## config.mk

```make
export PLATFORM = sky130hd
export DESIGN_NAME = calc_resp_engine_flat
export DESIGN_NICKNAME = d
export VERILOG_FILES = /design/src/rtl/calc_resp_engine_if.sv /design/src/rtl/calc_resp_engine.sv /design/src/flat_wrapper.sv
export SDC_FILE = /design/constraint.sdc
export NUM_CORES = 1
export LEC_CHECK = 0
export ABC_AREA = 0
export BUFFER_PORTS_ARGS = -buffer_cell sky130_fd_sc_hd__buf_2
export CORE_MARGIN = 5
export CORE_UTILIZATION = 55
export DETAILED_ROUTE_END_ITERATION = 12
export GPL_ROUTABILITY_DRIVEN = 0
export PLACE_DENSITY = 0.76
export SLEW_MARGIN = 30
export SYNTH_ARGS = -nofsm -noshare
export SYNTH_HDL_FRONTEND = slang
export SYNTH_SLANG_ARGS = --single-unit
```

## constraint.sdc

```tcl
create_clock -name c_clk -period 13.6 [get_ports c_clk]
set_clock_uncertainty 0.15 [all_clocks]
set_input_delay 2.72 -clock c_clk [delete_from_list [all_inputs] [get_ports c_clk]]
set_output_delay 2.72 -clock c_clk [all_outputs]
set_load 0.005 [all_outputs]
```

## src/rtl/calc_resp_engine_if.sv

```systemverilog
// Request/response bundle for the four-port calculator responder.
// master drives requests; slave (the engine) returns responses.
interface calc_resp_engine_if #(
  parameter int DATA_W = 32
);
  logic [3:0]        req1_cmd_in;
  logic [3:0]        req2_cmd_in;
  logic [3:0]        req3_cmd_in;
  logic [3:0]        req4_cmd_in;
  logic [DATA_W-1:0] req1_data_in;
  logic [DATA_W-1:0] req2_data_in;
  logic [DATA_W-1:0] req3_data_in;
  logic [DATA_W-1:0] req4_data_in;
  logic [1:0]        out_resp1;
  logic [1:0]        out_resp2;
  logic [1:0]        out_resp3;
  logic [1:0]        out_resp4;
  logic [DATA_W-1:0] out_data1;
  logic [DATA_W-1:0] out_data2;
  logic [DATA_W-1:0] out_data3;
  logic [DATA_W-1:0] out_data4;

  modport master (
    output req1_cmd_in, req2_cmd_in,
    output req3_cmd_in, req4_cmd_in,
    output req1_data_in, req2_data_in,
    output req3_data_in, req4_data_in,
    input  out_resp1, out_resp2,
    input  out_resp3, out_resp4,
    input  out_data1, out_data2,
    input  out_data3, out_data4
  );

  modport slave (
    input  req1_cmd_in, req2_cmd_in,
    input  req3_cmd_in, req4_cmd_in,
    input  req1_data_in, req2_data_in,
    input  req3_data_in, req4_data_in,
    output out_resp1, out_resp2,
    output out_resp3, out_resp4,
    output out_data1, out_data2,
    output out_data3, out_data4
  );
endinterface

```

## src/rtl/calc_resp_engine.sv

```systemverilog
// Four-port calculator responder sharing one ALU via an arbiter.
// CALC_FIXED_PRIORITY_EN: fixed priority (port 1 first), else round-robin.
module calc_resp_engine #(
  parameter int DATA_W    = 32,
  parameter int NUM_PORTS = 4,
  parameter int SHAMT_W   = 5
) (
  input logic              c_clk,
  input logic              reset,
  calc_resp_engine_if.slave bus
);

  typedef enum logic [1:0] {
    IDLE,
    OP2,
    QUEUED
  } st_e;

  st_e               st     [NUM_PORTS];
  logic [3:0]        cmd_in [NUM_PORTS];
  logic [DATA_W-1:0] din    [NUM_PORTS];
  logic [3:0]        cmd_q  [NUM_PORTS];
  logic [DATA_W-1:0] op1_q  [NUM_PORTS];
  logic [DATA_W-1:0] op2_q  [NUM_PORTS];
  logic [1:0]        resp_q [NUM_PORTS];
  logic [DATA_W-1:0] dout_q [NUM_PORTS];

  assign cmd_in[0] = bus.req1_cmd_in;
  assign cmd_in[1] = bus.req2_cmd_in;
  assign cmd_in[2] = bus.req3_cmd_in;
  assign cmd_in[3] = bus.req4_cmd_in;
  assign din[0]    = bus.req1_data_in;
  assign din[1]    = bus.req2_data_in;
  assign din[2]    = bus.req3_data_in;
  assign din[3]    = bus.req4_data_in;

  assign bus.out_resp1 = resp_q[0];
  assign bus.out_resp2 = resp_q[1];
  assign bus.out_resp3 = resp_q[2];
  assign bus.out_resp4 = resp_q[3];
  assign bus.out_data1 = dout_q[0];
  assign bus.out_data2 = dout_q[1];
  assign bus.out_data3 = dout_q[2];
  assign bus.out_data4 = dout_q[3];

  logic       gnt_vld;
  logic [1:0] gnt_idx;

`ifdef CALC_FIXED_PRIORITY_EN
  // Lowest-numbered queued port wins.
  always_comb begin
    gnt_vld = 1'b0;
    gnt_idx = 2'd0;
    for (int k = NUM_PORTS - 1; k >= 0; k--) begin
      if (st[k] == QUEUED) begin
        gnt_vld = 1'b1;
        gnt_idx = 2'(k);
      end
    end
  end
`else
  logic [1:0] ptr;
  logic [1:0] cand;

  // Round-robin: search from the port after the last grant.
  always_comb begin
    gnt_vld = 1'b0;
    gnt_idx = 2'd0;
    cand    = 2'd0;
    for (int k = 0; k < NUM_PORTS; k++) begin
      cand = ptr + 2'(k + 1);
      if (!gnt_vld && st[cand] == QUEUED) begin
        gnt_vld = 1'b1;
        gnt_idx = cand;
      end
    end
  end
`endif

  logic [3:0]         a_cmd;
  logic [DATA_W-1:0]  a_op1;
  logic [DATA_W-1:0]  a_op2;
  logic [DATA_W:0]    a_sum;
  logic [SHAMT_W-1:0] a_sh;
  logic               is_add;
  logic               is_sub;
  logic               is_shl;
  logic               is_shr;
  logic [1:0]         alu_resp;
  logic [DATA_W-1:0]  alu_data;

  assign a_cmd  = cmd_q[gnt_idx];
  assign a_op1  = op1_q[gnt_idx];
  assign a_op2  = op2_q[gnt_idx];
  assign a_sum  = {1'b0, a_op1} + {1'b0, a_op2};
  assign a_sh   = a_op2[SHAMT_W-1:0];
  assign is_add = (a_cmd == 4'd1);
  assign is_sub = (a_cmd == 4'd2);
  assign is_shl = (a_cmd == 4'd5);
  assign is_shr = (a_cmd == 4'd6);

  // Shared stateless ALU on the granted port's operands.
  always_comb begin
    alu_resp = 2'd3;
    alu_data = '0;
    unique case (1'b1)
      is_add: begin
        if (a_sum[DATA_W]) begin
          alu_resp = 2'd2;
        end else begin
          alu_resp = 2'd1;
          alu_data = a_sum[DATA_W-1:0];
        end
      end
      is_sub: begin
        if (a_op1 < a_op2) begin
          alu_resp = 2'd2;
        end else begin
          alu_resp = 2'd1;
          alu_data = a_op1 - a_op2;
        end
      end
      is_shl: begin
        alu_resp = 2'd1;
        alu_data = a_op1 << a_sh;
      end
      is_shr: begin
        alu_resp = 2'd1;
        alu_data = a_op1 >> a_sh;
      end
      default: ;
    endcase
  end

  // Per-port FSMs with one-cycle registered responses.
  always_ff @(posedge c_clk) begin
    if (!reset) begin
      for (int p = 0; p < NUM_PORTS; p++) begin
        st[p]     <= IDLE;
        cmd_q[p]  <= 4'd0;
        op1_q[p]  <= '0;
        op2_q[p]  <= '0;
        resp_q[p] <= 2'd0;
        dout_q[p] <= '0;
      end
`ifndef CALC_FIXED_PRIORITY_EN
      ptr <= 2'd3;
`endif
    end else begin
      for (int p = 0; p < NUM_PORTS; p++) begin
        resp_q[p] <= 2'd0;
        dout_q[p] <= '0;
        unique case (st[p])
          IDLE: begin
            if (cmd_in[p] != 4'd0) begin
              cmd_q[p] <= cmd_in[p];
              op1_q[p] <= din[p];
              st[p]    <= OP2;
            end
          end
          OP2: begin
            op2_q[p] <= din[p];
            st[p]    <= QUEUED;
          end
          QUEUED: begin
            if (gnt_vld && gnt_idx == 2'(p)) begin
              resp_q[p] <= alu_resp;
              dout_q[p] <= alu_data;
              st[p]     <= IDLE;
            end
          end
          default: st[p] <= IDLE;
        endcase
      end
`ifndef CALC_FIXED_PRIORITY_EN
      if (gnt_vld) begin
        ptr <= gnt_idx;
      end
`endif
    end
  end

endmodule

```

## src/flat_wrapper.sv

```systemverilog
// flat-port wrapper written by rule: the top's interface ports become plain ports
module calc_resp_engine_flat 
#(
  parameter int DATA_W    = 32,
  parameter int NUM_PORTS = 4,
  parameter int SHAMT_W   = 5
)
  (c_clk, reset, bus_req1_cmd_in, bus_req2_cmd_in, bus_req3_cmd_in, bus_req4_cmd_in, bus_req1_data_in, bus_req2_data_in, bus_req3_data_in, bus_req4_data_in, bus_out_resp1, bus_out_resp2, bus_out_resp3, bus_out_resp4, bus_out_data1, bus_out_data2, bus_out_data3, bus_out_data4);
  calc_resp_engine_if #(.DATA_W(DATA_W)) bus_i ();
  input logic c_clk;
  input logic reset;
  input wire logic [$bits(bus_i.req1_cmd_in)-1:0] bus_req1_cmd_in;
  input wire logic [$bits(bus_i.req2_cmd_in)-1:0] bus_req2_cmd_in;
  input wire logic [$bits(bus_i.req3_cmd_in)-1:0] bus_req3_cmd_in;
  input wire logic [$bits(bus_i.req4_cmd_in)-1:0] bus_req4_cmd_in;
  input wire logic [$bits(bus_i.req1_data_in)-1:0] bus_req1_data_in;
  input wire logic [$bits(bus_i.req2_data_in)-1:0] bus_req2_data_in;
  input wire logic [$bits(bus_i.req3_data_in)-1:0] bus_req3_data_in;
  input wire logic [$bits(bus_i.req4_data_in)-1:0] bus_req4_data_in;
  output wire logic [$bits(bus_i.out_resp1)-1:0] bus_out_resp1;
  output wire logic [$bits(bus_i.out_resp2)-1:0] bus_out_resp2;
  output wire logic [$bits(bus_i.out_resp3)-1:0] bus_out_resp3;
  output wire logic [$bits(bus_i.out_resp4)-1:0] bus_out_resp4;
  output wire logic [$bits(bus_i.out_data1)-1:0] bus_out_data1;
  output wire logic [$bits(bus_i.out_data2)-1:0] bus_out_data2;
  output wire logic [$bits(bus_i.out_data3)-1:0] bus_out_data3;
  output wire logic [$bits(bus_i.out_data4)-1:0] bus_out_data4;
  assign bus_i.req1_cmd_in = bus_req1_cmd_in;
  assign bus_i.req2_cmd_in = bus_req2_cmd_in;
  assign bus_i.req3_cmd_in = bus_req3_cmd_in;
  assign bus_i.req4_cmd_in = bus_req4_cmd_in;
  assign bus_i.req1_data_in = bus_req1_data_in;
  assign bus_i.req2_data_in = bus_req2_data_in;
  assign bus_i.req3_data_in = bus_req3_data_in;
  assign bus_i.req4_data_in = bus_req4_data_in;
  assign bus_out_resp1 = bus_i.out_resp1;
  assign bus_out_resp2 = bus_i.out_resp2;
  assign bus_out_resp3 = bus_i.out_resp3;
  assign bus_out_resp4 = bus_i.out_resp4;
  assign bus_out_data1 = bus_i.out_data1;
  assign bus_out_data2 = bus_i.out_data2;
  assign bus_out_data3 = bus_i.out_data3;
  assign bus_out_data4 = bus_i.out_data4;
  calc_resp_engine #(.DATA_W(DATA_W), .NUM_PORTS(NUM_PORTS), .SHAMT_W(SHAMT_W)) u_core (.c_clk(c_clk), .reset(reset), .bus(bus_i));
endmodule
```

==> run metrics <==
die height=around 220 um; most common cell in the netlist=edfxtp_1; worst min path class=flop to flop; Fmax achieved=around 120 MHz; max cap viols=0; Worst-path clk slew=0.06 ns; worst skew pair latency=about 0.60 ns; critical path's most frequent cell=buf_4; DP HPWL=around 56000 um; worst hold stages=2; final setup violating endpoints=0; share of cells above drive strength 1=between 20% and 30%; # DRC=0; row cnt=77; vias per cell=approximately 6.3; area of the die=between 40000 and 50000 um2; Sink Count=420; core area=about 44000 um2; Cell Area, Synth=24700 um2; synth top area cells=edfxtp_1 46%, and2_1 7.4%, mux2i_1 5.3%; CP arrival=~8.6 ns; largest net degree at the start of global routing=72; initial core utilization=a little under three fifths; ys flop type=edfxtp_1; clock tree from TritonCTS=yes; global route total overflow=0; Ys Warns=0; IO Port Bufs=281; Seq/Total Area, Yosys=between 40% and 50%; Routed Antenna Nets=0; crit path buf inv count=3; post-synthesis async set-or-reset flop share=0%; placed insts=~3200; CP cell instances=nand2b_1, o21ai_1, or4_1, o21ai_4, buf_4, nand3_1, o221a_2, buf_4, ha_1, fa_1, nor2_1, o31ai_1, a211oi_1, a221oi_2, o211ai_1, a31oi_1, o31ai_1, and3_1, buf_4, a221o_1, o21ai_0, o2111ai_1, nor2b_1; Final Max Tran Viols=0; Ports=roughly 280; worst reg2reg path depth=23; flops & latches, synth=420; CTS root buffer=clkbuf_16; Crit path max-delay family=compound AO/OA/AOI/OAI gates; Worst-Margin Slew=between 1 and 1.5 ns; area grow syn2layout=14.6%; first-pass GRT wire length=between 100000 and 150000 um; Synth cell types=between 90 and 100; Clock Tree Buf Depth=3; top cell type's share of synthesized area=46.4%; RSZ-0062 raised after global routing=no; Non-Filler Instances=~3300; min Tclk post-route=8.31 ns; Setup crit end kind=flop; Req. time, crit path=approximately 14 ns; gr usage total=a little under a third; status=finished, final reports clean; number of diodes=0; Final nets=between 2000 and 3000; Total Wirelength=77700 um; sum of negative setup slack=0 ns; cell taking the most area after synthesis=edfxtp_1; most frequent cells after synthesis=382 x edfxtp_1, 294 x and2_1, 200 x nand2_1; wire length per cell after detailed routing=23.9 um; Final Core Density=63.9%; Setup Fix Bufs, Post-CTS=0; TritonCTS Buffers=43; Layout fillers=3529; number of synthesized flops with an enable pin=roughly 380; kind of critical path=flop to flop; critical path's largest stage delay=0.72 ns; Worst setup SP type=flop; vias in the first global route=~20000; Syn Area/Cell=between 10 and 15 um2; Slew HR=a little under a third; Post-CTS Resized=0; H-tree depth=2; Post-Syn Instances=2315; initial antenna violation count=1; Final Hold Vio Count=0; DRT Pass-1 Iters=9; Levels on crit path=23; CTS hold repair buffers=0; routed vias=20400; period utilization=between 60% and 70%; Max FO, Critical Path=48; Critical-path top delay cell=o211ai_1; DIE WIDTH=roughly 220 um; 1st-iter DRT viols=3300
[state kept, by name (all words and copies together) (netlist names), named ones only]
signal	flops
u_core.cmd_q	16
u_core.ptr	2
u_core.resp_q	8
u_core.op2_q	128
u_core.dout_q	128
u_core.st	8
u_core.op1_q	128
[final cells by class]
cell class	instances	area, um2	area share, %
clock inverters	15	163	0.574
inverters	90	339	1.20
multi-input cells	1754	12000	42.3
clock buffers	64	1160	4.11
well taps	592	741	2.61
flip-flops and latches	420	12200	43.2
repair buffers	320	1700	6.01
[placed cells by master (no fill, tap or decap), types with 7 or more instances in the layout]
master     instances
edfxtp_1         382
o21bai_1          17
a21o_1            19
a211oi_1          17
o21a_1            10
nor2_1           166
inv_1             80
xnor2_1            8
buf_4             38
a221o_1           17
nor2b_1           49
a21oi_1           89
or3_1             10
o211ai_1          16
conb_1           102
clkbuf_16         43
inv_2              9
dfxtp_1           38
o221ai_1          26
mux4_2             8
a22oi_1           13
a221oi_1          17
nor3_1            27
o22ai_1           21
a31oi_1           19
nand2b_1          17
a211o_1            9
nand3_1           79
o21ai_0           42
mux2_2            45
nand2_1          200
o221a_2           46
nand4_1            9
buf_2            281
mux2i_1          130
ha_1              66
clkbuf_1          20
o221ai_2           7
and3_1             9
and2_1           293
[through the flow]
stage               setup slack [ns]  cell area, um2  hold slack, ns
detailed placement              5.66           27000           0.616
global placement                5.85           27000           0.580
finish                          5.29           28300           0.641
CTS                             5.64           28300           0.637
floorplan                       7.28           25100           0.484
global route                    4.82           28300           0.687
[cells by family after synthesis]
kind of cell | synth area share [%]
AO/OA/AOI/OAI | 14.9
XOR/XNOR | 0.425
adder cells (fa/ha/maj) | 3.50
buffers and inverters | 4.30
flip-flops | 49.5
multiplexers | 8.13
other | 0.0152
AND/OR/NAND/NOR | 19.2
[worst min-delay path, delay by kind of cell (launching register included)]
| family | cells | cell delay, ns |
|---|---|---|
| flops | 1 | 0.47 |
| simple gates | 2 | 0.19 |
[worst paths after layout]
check	start	endpoint	slack, ns
hold reg to reg	u_core.st[3][0]$_SDFFCE_PP0P_	u_core.st[3][1]$_SDFFCE_PP0P_	0.64
setup / recovery	u_core.st[3][1]$_SDFFCE_PP0P_	u_core.dout_q[0][18]$_SDFFCE_PN0P_	5.29
setup reg to reg	u_core.st[3][1]$_SDFFCE_PP0P_	u_core.dout_q[0][18]$_SDFFCE_PN0P_	5.29
hold / removal	u_core.st[3][0]$_SDFFCE_PP0P_	u_core.st[3][1]$_SDFFCE_PP0P_	0.64
[layer usage]
metal	vias to the layer above	track usage (%)	routed length (um)
li1	9078	-	-
met1	9634	40.7	30000
met2	1406	46.7	34600
met3	286	8.45	9290
met4	0	12.1	3830
met5	-	0	0
Power is not shown: default switching activity piles up to over one toggle a cycle in this logic, so the estimate is an artifact.
